[config.mk]
export PLATFORM = sky130hd
export DESIGN_NAME = pipe_ctrl
export DESIGN_NICKNAME = d
export VERILOG_FILES = /design/src/rtl/pipe_ctrl.sv
export SDC_FILE = /design/constraint.sdc
export NUM_CORES = 1
export LEC_CHECK = 0
export BUFFER_PORTS_ARGS = -buffer_cell sky130_fd_sc_hd__buf_2
export CAP_MARGIN = 20
export CELL_PAD_IN_SITES_DETAIL_PLACEMENT = 1
export CELL_PAD_IN_SITES_GLOBAL_PLACEMENT = 1
export CORE_MARGIN = 8
export CORE_UTILIZATION = 25
export CTS_CLUSTER_DIAMETER = 80
export DETAILED_ROUTE_END_ITERATION = 10
export PLACE_DENSITY_LB_ADDON = 0.1
export SLEW_MARGIN = 40
export SYNTH_ARGS = -nofsm -noshare
export SYNTH_HDL_FRONTEND = slang
export SYNTH_SLANG_ARGS = --single-unit
[constraint.sdc]
create_clock -name clk -period 2.95 [get_ports clk]
set_input_delay 0.59 -clock clk [delete_from_list [all_inputs] [get_ports clk]]
set_output_delay 0.59 -clock clk [all_outputs]
set_load 0.05 [all_outputs]
[src/rtl/pipe_ctrl.sv]
// pipe_ctrl -- central pipeline control for the five-stage openMIPS core.
//
// Merges the ID load-use stall and the EX stall requests. Sequences
// multi-cycle EX operations with a countdown. Schedules one-cycle flushes
// that carry a redirect PC.
//
// Ports:
//   clk, rst_      core clock, asynchronous active-low reset
//   id_stallreq    ID load-use hazard stall request (current cycle)
//   ex_stallreq    EX generic stall request (current cycle)
//   ex_mc_start    one-cycle pulse, EX begins a multi-cycle op
//   ex_mc_cycles   total stall cycles of that op, sampled with ex_mc_start
//   flush_req      flush request, highest priority
//   flush_pc       redirect target, sampled with flush_req
//   stall[5:0]     hold bits: PC, IF, ID, EX, MEM, WB (bit0..bit5)
//   flush          registered one-cycle flush pulse
//   new_pc         redirect PC, valid while flush=1, held otherwise
//   mc_busy        high while a multi-cycle op is being counted down
//
// Optional: define PIPE_CTRL_STALL_CNT_EN to add stall_cycles[31:0].
//   It is a saturating count of the cycles with stall[0]=1, and reads 0
//   in any cycle where flush=1.
module pipe_ctrl #(
  parameter int CNT_W = 6,
  parameter int PC_W  = 32
) (
  input  logic             clk,
  input  logic             rst_,
  input  logic             id_stallreq,
  input  logic             ex_stallreq,
  input  logic             ex_mc_start,
  input  logic [CNT_W-1:0] ex_mc_cycles,
  input  logic             flush_req,
  input  logic [PC_W-1:0]  flush_pc,
  output logic [5:0]       stall,
  output logic             flush,
  output logic [PC_W-1:0]  new_pc,
  output logic             mc_busy
`ifdef PIPE_CTRL_STALL_CNT_EN
  ,
  output logic [31:0]      stall_cycles
`endif
);

  typedef enum logic [1:0] {RUN = 2'd0, MCYC = 2'd1, FLUSH = 2'd2} state_e;

  state_e           state_q, state_d;
  logic [CNT_W-1:0] cnt_q, cnt_d;
  logic [PC_W-1:0]  new_pc_q, new_pc_d;
  logic             mc_start_run;

  // A start pulse with a nonzero length stalls in its own cycle.
  // Only ops longer than one cycle need the MCYC state.
  assign mc_start_run = (state_q == RUN) && ex_mc_start && (ex_mc_cycles != '0);

  // State register
  always_ff @(posedge clk or negedge rst_) begin
    if (!rst_) begin
      state_q  <= RUN;
      cnt_q    <= '0;
      new_pc_q <= '0;
    end else begin
      state_q  <= state_d;
      cnt_q    <= cnt_d;
      new_pc_q <= new_pc_d;
    end
  end

  // Next state
  always_comb begin
    state_d  = state_q;
    cnt_d    = cnt_q;
    new_pc_d = new_pc_q;
    if (flush_req) begin
      // A flush wins from every state. It aborts any op in flight.
      state_d  = FLUSH;
      cnt_d    = '0;
      new_pc_d = flush_pc;
    end else begin
      case (state_q)
        RUN: begin
          // The start cycle counts as stall cycle 1. MCYC holds for the
          // remaining N-1 cycles, so the countdown is loaded with N-2.
          if (ex_mc_start && (ex_mc_cycles > CNT_W'(1))) begin
            cnt_d   = ex_mc_cycles - CNT_W'(2);
            state_d = MCYC;
          end
        end
        MCYC: begin
          if (cnt_q == '0) state_d = RUN;
          else             cnt_d   = cnt_q - CNT_W'(1);
        end
        FLUSH:   state_d = RUN;
        default: state_d = RUN;
      endcase
    end
  end

  // Outputs
  always_comb begin
    stall = 6'b000000;
    // Reset forces stall low even though stall is combinational.
    // A flush, or the FLUSH state itself, releases every stage.
    if (!rst_ || flush_req || state_q == FLUSH)
      stall = 6'b000000;
    else if (state_q == MCYC || mc_start_run || ex_stallreq)
      stall = 6'b001111;
    else if (id_stallreq)
      stall = 6'b000111;
  end

  assign flush   = (state_q == FLUSH);
  assign mc_busy = (state_q == MCYC);
  assign new_pc  = new_pc_q;

`ifdef PIPE_CTRL_STALL_CNT_EN
  logic [31:0] stall_cnt_q, stall_cnt_d;

  // Clearing on an accepted flush request makes the count read 0 in the
  // cycle where flush=1.
  always_comb begin
    stall_cnt_d = stall_cnt_q;
    if (flush_req)
      stall_cnt_d = '0;
    else if (stall[0] && stall_cnt_q != 32'hFFFF_FFFF)
      stall_cnt_d = stall_cnt_q + 32'd1;
  end

  always_ff @(posedge clk or negedge rst_) begin
    if (!rst_) stall_cnt_q <= '0;
    else       stall_cnt_q <= stall_cnt_d;
  end

  assign stall_cycles = stall_cnt_q;
`endif

endmodule

==> results, run 1 <==
- The flow ran to the end, and the final reports show no timing, DRC or antenna violations.
- The initial antenna violation count is 0.
- Compared with the post-synthesis result, the final layout area differs by 30.6%.
- The first global-routing pass estimated 8.99 mm of wire.
- For this design the total switching power over the nets is 0.000511 W.
- The power density normalized to cell area is approximately 560 nW/um2.
- Detailed routing inserted a total of 1494 vias.
- The final hold violation count is 0.
- The internal power contribution is 0.000893 W.
- In the synthesized netlist the dominant register cell turns out to be dfrtp_1.
- The pin slew with the least headroom to its limit is 534 ps.
- The number of max-slew violations in the final report was 0.
- The maximum frequency from static timing analysis is 0.382 GHz.
- For this run the aggregate overflow at the end of global routing stands at 0.
- In this run the cell area of the synthesized design comes to 1920 um2.
- Per report_power, the sequential group accounts for around 45% of the total.
- After legalization and detailed placement, the total HPWL measured 4.06 mm.
- The width of the die is 104 um.
- The number of DRC markers in iteration 0 is 38.
- Once layout is complete, the utilization of the core stands at 33.1%.
- Setup repair after global routing left no endpoint under its margin.
- The number of synthesized flops with an enable pin is 0.
- The sequential element share of the synthesized area is between 50 and 60%.
- The worst-case clock buffer depth is 2.
- The number of buffers inserted by hold repair at cts is 0.
- The class of the tightest hold or removal check is in2async.
- Max-cap violations in this run came to 0.
- The number of H-tree levels is 2.
- In this run, distinct cell masters in the synthesized netlist total 42.
- The clock root buffer is clkbuf_8.
- The die covers approximately 11000 um2.
- Headroom to the max-slew limit came out at between 60 and 70%.
- The total area inside the core boundary comes to 7570 um2.
- The critical path endpoint category is an output pin.
- After the last flow step, the layout net total stands at roughly 280.
- The repair_antennas step left the layout with diodes totalling 0.
- Setup violations remaining at the end of the flow were counted as 0.
- Input and output buffers added on the ports amount to 81.
- Across every metal layer, demand over resource in global routing totals 10.1%.
- The number of gates given a new drive strength after cts is 0.
- Counting every sink on the clock net gives 40.
- In this run the remaining antenna-violating nets after routing total 0.
- Per report_power, the clock group accounts for 25.5% of the total.
- The worst path needs 2620 ps of the cycle, external delays included.
- The critical path launch point type is a primary input.
- The standard-cell row count is 32.
- The filler cells instantiated in the layout total 863.
- Using the TritonRoute via totals, the vias-per-cell ratio works out to 4.47.
- At the later pin of the worst-skew pair, clock insertion delay measures 290 ps.
- Synthesis produced 151 cells.
- In this run the vertical extent of the chip is 104 um.
- The final setup TNS is 0 ps.
- Dividing the synthesized area by the synthesized cell count gives about 13 um2.
- The type of the worst setup path is in2out.
- The number of clock buffers added by TritonCTS is 5.
- After layout, the worst path uses between 80% and 90% of the clock period.
- The number of placed I/O pins is 84.
- For this run, design rule violations remaining after detail routing come to 0.
- For this design the static power due to leakage is 1.17 nW.
- The length in cells of the worst reg-to-reg path is 4.
- The clock tree skew after final layout is 8.16 ps.
- The starting utilization of the core area is between 20% and 30%.
- The tightest hold path in the finished design has a slack of 385 ps.
- The critical-path maximum fanout is 5.
- Entering global routing, the biggest net connects 41 pins.
- The pre-antenna-repair detailed-routing pass consisted of 4 iterations.
- The final routed wire length divided by cell count is 15.8 um.
- At the end of routability-driven placement, the weighted congestion stood at 0.729.
- TritonCTS built the clock tree.
- VDD sags by at most 0.000235 V.
- After detailed routing, the total wire length is 5.26 mm.
- Of all flip-flops after synthesis, the portion carrying an async set or reset was 100%.
- The number of flip-flops and latches in the synthesized netlist is 40.
- The fraction of power spent switching nets is 36.4%.
- The number of global-route vias before repair is approximately 1.7k.
- The data arrival time of the critical path is 2030 ps.
- At the worst endpoint, the required time is approximately 2400 ps.
- After clock tree synthesis, the setup repair step added 0 buffers.
- After clock tree synthesis, the clock-pin slew on the worst setup and hold paths is 80 ps.
- The Yosys step of the flow raised 0 warnings.
- Of the total power, combinational logic draws 29.8%.
- The fraction of layout cells with a size suffix above 1 is 56.0%.
critical path: stages:
cell and delay [ps]:
buf_2 110, or4_4 590, o31ai_4 240, a221oi_4 100, a21o_1 180, buf_2 210
worst paths after layout:
kind                                         from                endpoint  slack (ps)
max reg2reg                state_q[0]$_DFFE_PN0P_    cnt_q[4]$_DFFE_PN0P_        1150
max in group asynchronous                    rst_  new_pc[11]$_DFFE_PN0P_        2200
min                                          rst_  new_pc[26]$_DFFE_PN0P_         380
min in group clk           new_pc[20]$_DFFE_PN0P_  new_pc[20]$_DFFE_PN0P_         510
min reg2reg                new_pc[20]$_DFFE_PN0P_  new_pc[20]$_DFFE_PN0P_         510
max                               ex_mc_cycles[2]                stall[0]         330
logic make-up after synthesis:
| kind of cell | after synthesis | synth area share [%] |
|---|---|---|
| other cells | 1 | 0.196 |
| mux | 33 | 19.3 |
| compound gates | 29 | 13.3 |
| fa+ha+maj | 3 | 1.96 |
| flops | 40 | 52.2 |
| simple gates | 26 | 7.76 |
| xor+xnor | 2 | 0.913 |
| buf+inv | 17 | 4.37 |
stage by stage:
stage                     std cells  worst slack (ps)  power [W]  area (um2)
final                           334               332    0.00140        2500
after global routing            334               283    0.00148        2500
after CTS                       334               316    0.00144        2500
after detailed placement        326               321    0.00106        2420
after global placement          326               342    0.00106        2420
after floorplan                 152               139   0.000937        1930
area by class of cell:
class	count	area, um2	area share, %
tap	102	128	5.09
timing repair buffer	83	420	16.8
inverter	6	22.5	0.899
sequential	40	1000	40.0
multi-input combinational	95	848	33.9
clock buffer	7	76.3	3.05
clock inverter	1	8.76	0.350
cells in the mapped netlist, types with 2 or more instances:
cell     number  share of area (%)
nand3_1       3               0.78
buf_1         2               0.39
a22oi_1       2               0.78
a31oi_1       2               0.65
buf_4         4                1.6
a21oi_1       5                1.3
dfrtp_1      40                 52
nor2b_1       2               0.65
nand2_1       7                1.4
mux2_2       32                 19
o21ai_0       2               0.52
inv_1         6                1.2
ha_1          3                2.0
buf_2         4                1.0
o32ai_1       4                1.8
nor2_1        7                1.4
power by group through the flow:
stage | registers, W | clock network (W) | logic, W
final | 0.000627 | 0.000359 | 0.000418
after global routing | 0.000636 | 0.000399 | 0.000447
after CTS | 0.000628 | 0.000388 | 0.000425
after detailed placement | 0.000638 | 0 | 0.000424
after global placement | 0.000637 | 0 | 0.000424
after floorplan | 0.000793 | 0 | 0.000144
layout by cell type, fill, tap and decap left out, drive strengths merged, types with 2 or more instances in the layout:
cell type / Yosys / layout
o32ai: 4 / 4
a22oi: 3 / 3
nor2: 8 / 8
ha: 3 / 3
dfrtp: 40 / 40
clkbuf: 1 / 7
o21ai: 4 / 4
a31oi: 2 / 2
inv: 6 / 6
nand3: 3 / 3
nor2b: 2 / 2
o211ai: 2 / 2
nand2: 7 / 7
o31ai: 2 / 2
conb: 1 / 2
buf: 10 / 83
mux2: 32 / 32
a21oi: 5 / 5
state kept, by name, indices dropped and copies added, names as in the netlist:
signal   count
cnt_q        6
new_pc      32
state_q      2
metal layers:
layer / part of all wire [%] / track usage (%) / vias up
met2: 46 / 15.9 / 52
met1: 43 / 11.8 / 740
met5: 0 / 0 / -
met4: 0.87 / 2.83 / 0
met3: 9.5 / 5.27 / 5
li1: - / - / 697
(Power assumes the default switching activity.)
==> run 2: changes to the inputs <==
- GPL_ROUTABILITY_DRIVEN: not set -> 0
- GPL_TIMING_DRIVEN: not set -> 0
==> run 2 against run 1 <==
Effect of this change: final cell count rose by 2.7%; first-iteration DRC count shrank 66%; hold slack worse by 110 ps; clock-buffer cell count shrank 1.
==> results, run 2 (synthesis gave the netlist of run 1 again) <==
- The placeable core region is 7570 um2 (unchanged).
- The final antenna diode count is 0 (unchanged).
- The post-CTS repair timing setup buffer count is 0 (unchanged).
- STA classifies the critical path startpoint as a primary input.
- Setup repair after global routing left no endpoint under its margin.
- The number of gates given a new drive strength after cts is 0 (unchanged).
- The number of placed I/O pins was 84 (unchanged).
- The fraction of layout cells with a size suffix above 1 was 57.3% (+1.2 points).
- The worst slew margin relative to its limit is 61.3% (-3.1 points).
- The width of the die came to 104 um (unchanged).
- The final-layout fill cell count is 879 (+1.9%).
- The worst hold path belongs to the class in2async.
- Leaving out fill and tap cells, the most frequent cell in the layout is buf_2.
- The dominant cell type by count on the critical path is buf_2.
- The largest net degree at the start of global routing is 42 (+2.4%).
- The final antenna-violating net count is 0 (unchanged).
- The required time of the worst setup path came to 2360 ps (about the same).
- The power density normalized to cell area is 560 nW/um2 (about the same).
- The worst path buffer plus inverter count was 3 (+1).
- The core occupancy in the finished layout is 33.9% (+0.81 points).
- The clock tree skew after final layout is 6.86 ps (-1.31 ps).
- The post-route total power is 0.00144 W (+2.4%).
- The clock sink count is 40 (unchanged).
- The total length of routed wires is 5.29 mm (+0.55%).
- The half-perimeter wire length of the detailed placement result came to 4.19 mm (+3.1%).
- The number of buffers inserted by hold repair at cts is 0 (unchanged).
- By startpoint and endpoint, the worst setup path is classified as in2out.
- The data arrival time of the critical path came to 2170 ps (+140 ps).
- The overall via count from detail_route was 1497 (+0.20%).
- The height of the die came to 104 um (unchanged).
- The library cells used most frequently in the layout, excluding fill and tap cells, are buf_2, dfrtp_1, mux2_2.
- The leakage component of the power was 1.21 nW (+3.0%).
- The number of global-route vias before repair came to 1721 (-0.058%).
- CTS placed an instance of clkbuf_8 at the clock tree root.
- The worst-case clock buffer depth is 2 (unchanged).
- The post-layout net count came to 287 (+3.2%).
- The worst-case vdd ir drop is 0.000274 V (+16%).
- The flip-flop count of the largest register after layout is 32 (unchanged).
- The number of buffers inserted by port buffering is 81 (unchanged).
- The period utilization came to 93.4% (+4.7 points).
- The number of CTS-inserted buffers is 5 (unchanged).
- The run finished with clean final reports.
- The insertion delay of the later-clocked pin in the worst-skew pair was 290 ps (about the same).
- The wire length of the first global-routing pass is 8.98 mm (about the same).
- The number of DRC violations after detailed routing is 0 (unchanged).
- The die outline area is 10700 um2 (unchanged).
- The number of H-tree levels is 2 (unchanged).
- The number of DRC markers in iteration 0 is 13 (-66%).
- The final count of negative-setup-slack endpoints is 0 (unchanged).
- The final routed wire length divided by cell count is 15.4 um (-2.1%).
- The critical-path maximum fanout is 5 (unchanged).
- The count of max-cap constraint violations is 0 (unchanged).
- In this design, the largest share of critical-path delay is due to simple AND/OR/NAND/NOR gates.
- The largest stage delay on the critical path is 590 ps (about the same).
- The detailed-router iteration count before antenna repair is 4 (unchanged).
- The maximum frequency from static timing analysis is 0.363 GHz (-5.0%).
- The number of max-slew violations in the final report is 0 (unchanged).
- The CTS clock-pin slew for the worst setup and hold paths is 80 ps (about the same).
- The critical path endpoint category is an output pin.
- The time the final worst path needs with I/O delays and setup is 2760 ps (+138 ps).
- The starting utilization of the core area is 25.3% (unchanged).
- The final setup TNS is 0 ps (unchanged).
- The global route total overflow is 0 (unchanged).
- The overall routing resource usage is 10.1% (about the same).
- The initial antenna violation count is 0 (unchanged).
- Traced cell by cell, the critical path runs through buf_2, or4_4, o31ai_4, a221oi_4, a21o_1, buf_4, buf_2.
- The final hold violation count is 0 (unchanged).
- The post-synthesis to final-layout area growth is 33.8%.
- The standard-cell row count was 32 (unchanged).
- The TritonCTS clock tree is yes.
- The slowest stage of the critical path is the or4_4 cell.
- The pin slew with the least headroom to its limit is 580 ps (+46.1 ps).
- The average via count per standard cell is 4.36 (-2.4%).
run 2: path summary, 6_finish.rpt:
check                                      start                      to  slack [ps]  cells after the start
min in group clk           new_pc[3]$_DFFE_PN0P_   new_pc[3]$_DFFE_PN0P_         500                      1
max in group asynchronous                   rst_  new_pc[20]$_DFFE_PN0P_        2310                      1
hold reg to reg            new_pc[3]$_DFFE_PN0P_   new_pc[3]$_DFFE_PN0P_         500                      1
hold / removal                              rst_   new_pc[1]$_DFFE_PN0P_         270                      1
setup reg to reg            cnt_q[0]$_DFFE_PN0P_    cnt_q[3]$_DFFE_PN0P_        1340                      6
setup / recovery                 ex_mc_cycles[2]                stall[2]         190                      7
run 2: layout make-up:
class	count	area, um2	area share, %
sequential	40	1000	39.0
multi-input combinational	95	848	33.1
timing repair buffer	81	408	15.9
tap	102	128	4.97
clock buffer	6	82.6	3.22
buffer	11	61.3	2.39
inverter	6	22.5	0.878
clock inverter	2	15.0	0.585
run 2: stage by stage:
step                std cells  instance area (um2)  hold WS, ps  setup slack (ps)
floorplan                 152                 1930          294               139
global placement          335                 2470          485             -36.3
detailed placement        335                 2470          491               190
CTS                       343                 2570          290               183
global route              343                 2570          311               135
finish                    343                 2570          272               194
run 2: power breakdown:
part | internal (W) | leakage, nW | switching (W) | total (W)
Clock | 0.000189 | 0.0434 | 0.000195 | 0.000384
Combinational | 0.000130 | 0.683 | 0.000296 | 0.000426
Sequential | 0.000598 | 0.481 | 0.0000283 | 0.000627
run 2: metal layers:
layer / GRT usage, % / vias to the layer above / share of wire (%) / wire length, um
met3: 4.52 / 4 / 8.9 / 471
li1: - / 714 / - / -
met2: 15.6 / 53 / 46 / 2450
met4: 2.83 / 0 / 0.66 / 35
met1: 12.4 / 726 / 44 / 2330
met5: 0 / - / 0 / 0
==> run 3: changes to the inputs <==
- ABC_AREA: not set -> 1
==> run 3 against run 2 <==
Effect of this change: via count up 22%; critical endpoint is now stall[1]; hold slack improved by 4.2 ps; largest cell class unchanged; critical path type unchanged; synthesized area increased by 0.98%.
==> results, run 3 <==
- The maximum frequency from static timing analysis is 0.410 GHz (+13%).
- The critical path goes through buf_2, buf_2, inv_2, nand2_1, nor2_1, nand2_1, nand2_1, buf_4, buf_2.
- The number of instances in the synthesized netlist is 254 (+68%).
- The pin slew with the least headroom to its limit is 536 ps (-44.2 ps).
- The post-placement worst setup slack is 463 ps (+273 ps).
- The period utilization came to 82.8% (-11 points).
- The class of the tightest hold or removal check is in2async.
- The number of H-tree levels is 2 (unchanged).
- The standard-cell row count is 32 (unchanged).
- The core occupancy in the finished layout is 33.8% (-0.13 points).
- The length in cells of the worst reg-to-reg path is 9 (+3).
- The number of CTS-inserted buffers was 5 (unchanged).
- The worst-case vdd ir drop came to 0.000194 V (-29%).
- The worst-case clock buffer depth is 2 (unchanged).
- The largest stage delay on the critical path is 250 ps (-340 ps).
- The final antenna diode count is 0 (unchanged).
- The number of buffers inserted by port buffering came to 81 (unchanged).
- The adder-cell area share of the yosys netlist came to 1.94% (-0.019 points).
- The critical path launch point type is a primary input.
- The xor and xnor fraction of the mapped netlist area is 0.452% (-0.46 points).
- The sequential element share of the synthesized area is 51.7% (-0.51 points).
- The number of synthesized flops with an enable pin is 0 (unchanged).
- The overall routing resource usage was 11.2% (+1.1 points).
- In this run the worst setup path terminates at stall[1].
- The worst setup slack for register-to-register paths is 1600 ps (+260 ps).
- The number of flip-flops and latches in the synthesized netlist is 40 (unchanged).
- By instance count, the leading cell after synthesis is nand2_1.
- The power density normalized to cell area is 555 nW/um2 (-0.93%).
- The fraction of registers with async set or reset after synthesis is 100% (unchanged).
- The number of DRC violations after detailed routing came to 0 (unchanged).
- The time the final worst path needs with I/O delays and setup was 2440 ps (-315 ps).
- The count of max-cap constraint violations is 0 (unchanged).
- The clock root buffer is clkbuf_8.
- The final-layout fill cell count is 994 (+13%).
- The overall via count from detail_route came to 1828 (+22%).
- In the layout the commonest cells are nand2_1, buf_2, dfrtp_1.
- The die outline area is 10800 um2 (+0.83%).
- The half-perimeter wire length of the detailed placement result is 4.37 mm (+4.3%).
- The count of unique library cells instantiated by Yosys was 25 (-40%).
- The clock sink count is 40 (unchanged).
- The final count of negative-setup-slack endpoints was 0 (unchanged).
- The initial antenna violation count is 0 (unchanged).
- The final hold violation count came to 0 (unchanged).
- The fraction of layout cells with a size suffix above 1 is 33.4% (-24 points).
- The width of the die is 104 um (+0.42%).
- On the critical path, the stage with the largest delay is an instance of buf_2.
- The CTS clock-pin slew for the worst setup and hold paths is 80 ps (about the same).
- The flow ran to the end, and the final reports show no timing, DRC or antenna violations.
- The required time of the worst setup path was 2360 ps (about the same).
- The largest net degree at the start of global routing is 42 (unchanged).
- The number of global-route vias before repair is 1992 (+16%).
- The placeable core region is 7610 um2 (+0.53%).
- By area the synthesized netlist is led by dfrtp_1, nand2_1, nor2_1.
- The biggest area consumer among synthesized cells is dfrtp_1.
- The count of synthesis-stage warnings from yosys was 0 (unchanged).
- After synthesis, the largest family of logic cells by area is simple AND/OR/NAND/NOR gates.
- The share of cell area taken by muxes after synthesis is 0% (-19 points).
- Setup repair after global routing left no endpoint under its margin.
- The synthesized area divided by synthesized cell count came to 7.63 um2 (-40%).
- The starting utilization of the core area is 25.5% (+0.11 points).
- TritonCTS built the clock tree.
- The synthesized-area fraction occupied by and/or/nand/nor cells is 34.5% (+27 points).
- For this run, the leading register cell type out of synthesis is dfrtp_1.
- The flip-flop count of the largest register after layout came to 32 (unchanged).
- The post-synthesis to final-layout area growth is 32.7%.
- The global route total overflow is 0 (unchanged).
- The launch point of the worst path is flush_req.
- The leakage component of the power came to 1.50 nW (+24%).
- The clock tree skew after final layout is 4.99 ps (-1.86 ps).
- The detailed-router iteration count before antenna repair came to 4 (unchanged).
- The type of the worst setup path is in2out.
- The height of the die was 104 um (+0.42%).
- The portion of synthesized cell area occupied by the leading cell type is 51.7% (-0.51 points).
- The data arrival time of the critical path was 1850 ps (-320 ps).
- The final setup TNS is 0 ps (unchanged).
- The number of buffers inserted by hold repair at cts was 0 (unchanged).
- The critical-path maximum fanout is 10 (+5).
- The insertion delay of the later-clocked pin in the worst-skew pair is 290 ps (about the same).
- The share of the synthesized area in compound gates (AO/OA/AOI/OAI) is 4.20% (-9.1 points).
- The end of the worst register-to-register path is cnt_q[4]$_DFFE_PN0P_.
- The number of placed I/O pins is 84 (unchanged).
- The number of gates given a new drive strength after cts was 0 (unchanged).
- The post-CTS repair timing setup buffer count is 0 (unchanged).
- The final routed wire length divided by cell count is 12.7 um (-18%).
- The final antenna-violating net count came to 0 (unchanged).
- The critical path endpoint category is an output pin.
- The commonest cells after synthesis are nand2_1, dfrtp_1, nor2_1, inv_1.
- The library cell used most frequently in the layout, excluding fill and tap cells, is nand2_1.
- The launching point of the worst reg2reg path is cnt_q[0]$_DFFE_PN0P_.
- The setup slack after layout is 509 ps (+315 ps).
- The number of max-slew violations in the final report was 0 (unchanged).
- The number of DRC markers in iteration 0 is 47 (+34).
- The worst slew margin relative to its limit is 64.3% (+2.9 points).
- The wire length of the first global-routing pass is 9.85 mm (+9.7%).
- The average via count per standard cell is 4.10 (-6.1%).
- The area of the mapped netlist was 1940 um2 (+0.98%).
- The total length of routed wires is 5.67 mm (+7.3%).
- The post-layout net count came to 390 (+36%).
[run 3: changes by cell type in the layout (fill, tap and decap cells not counted), moves of 5 or more]
cell     before  now
nor2_1        7   20
inv_1         6   13
mux2_2       32    0
nand2_1       7  128
inv_2         0    5
[run 3: area by class of cell]
cell class,instances,area (um2),area share [%]
plain buffers,12,68.8,2.68
inverters,18,67.6,2.63
clock buffers,7,86.3,3.36
repair buffers,81,408,15.9
well taps,102,128,4.97
clock inverters,1,7.51,0.292
multi-input cells,185,803,31.3
flip-flops and latches,40,1000,38.9
[run 3: worst min-delay path by stage]
stage | start | endpoint | slack, ps
floorplan | rst_ | cnt_q[0]$_DFFE_PN0P_ | 290
global placement | new_pc[16]$_DFFE_PN0P_ | new_pc[16]$_DFFE_PN0P_ | 450
detailed placement | new_pc[7]$_DFFE_PN0P_ | new_pc[7]$_DFFE_PN0P_ | 450
CTS | rst_ | new_pc[14]$_DFFE_PN0P_ | 290
global route | rst_ | new_pc[14]$_DFFE_PN0P_ | 320
finish | rst_ | new_pc[14]$_DFFE_PN0P_ | 280
[run 3: stage by stage]
step	power, W	hold slack [ps]	cell area (um2)	cells
final	0.00143	276	2570	446
after global routing	0.00153	316	2570	446
after CTS	0.00146	287	2570	446
after detailed placement	0.00107	454	2480	438
after global placement	0.00106	449	2470	438
after floorplan	0.000936	294	1940	255
[run 3: cells by family (layout without fill, tap and decap cells)]
group	Yosys count	after routing
xor+xnor	1	1
other cells	1	2
buf+inv	30	119
simple gates	166	166
fa+ha+maj	3	3
flops	40	40
compound gates	13	13
[run 3: critical path, delay by kind of cell]
kind	cells	cell delay (ps)
buf+inv	5	860
simple gates	4	400
[run 3: routing by layer]
layer,part of all wire [%],track usage (%),vias to the layer above,wire length (um)
met5,0,0,-,0
met4,1.4,4.03,0,80
met3,6.8,4.15,7,386
met2,45,17.1,50,2530
met1,47,14.0,835,2680
li1,-,-,936,-
[run 3: power breakdown]
part	leakage (nW)	internal, W	switching (W)
Combinational	0.960	0.000111	0.000305
Sequential	0.492	0.000599	0.0000324
Clock	0.0445	0.000190	0.000189
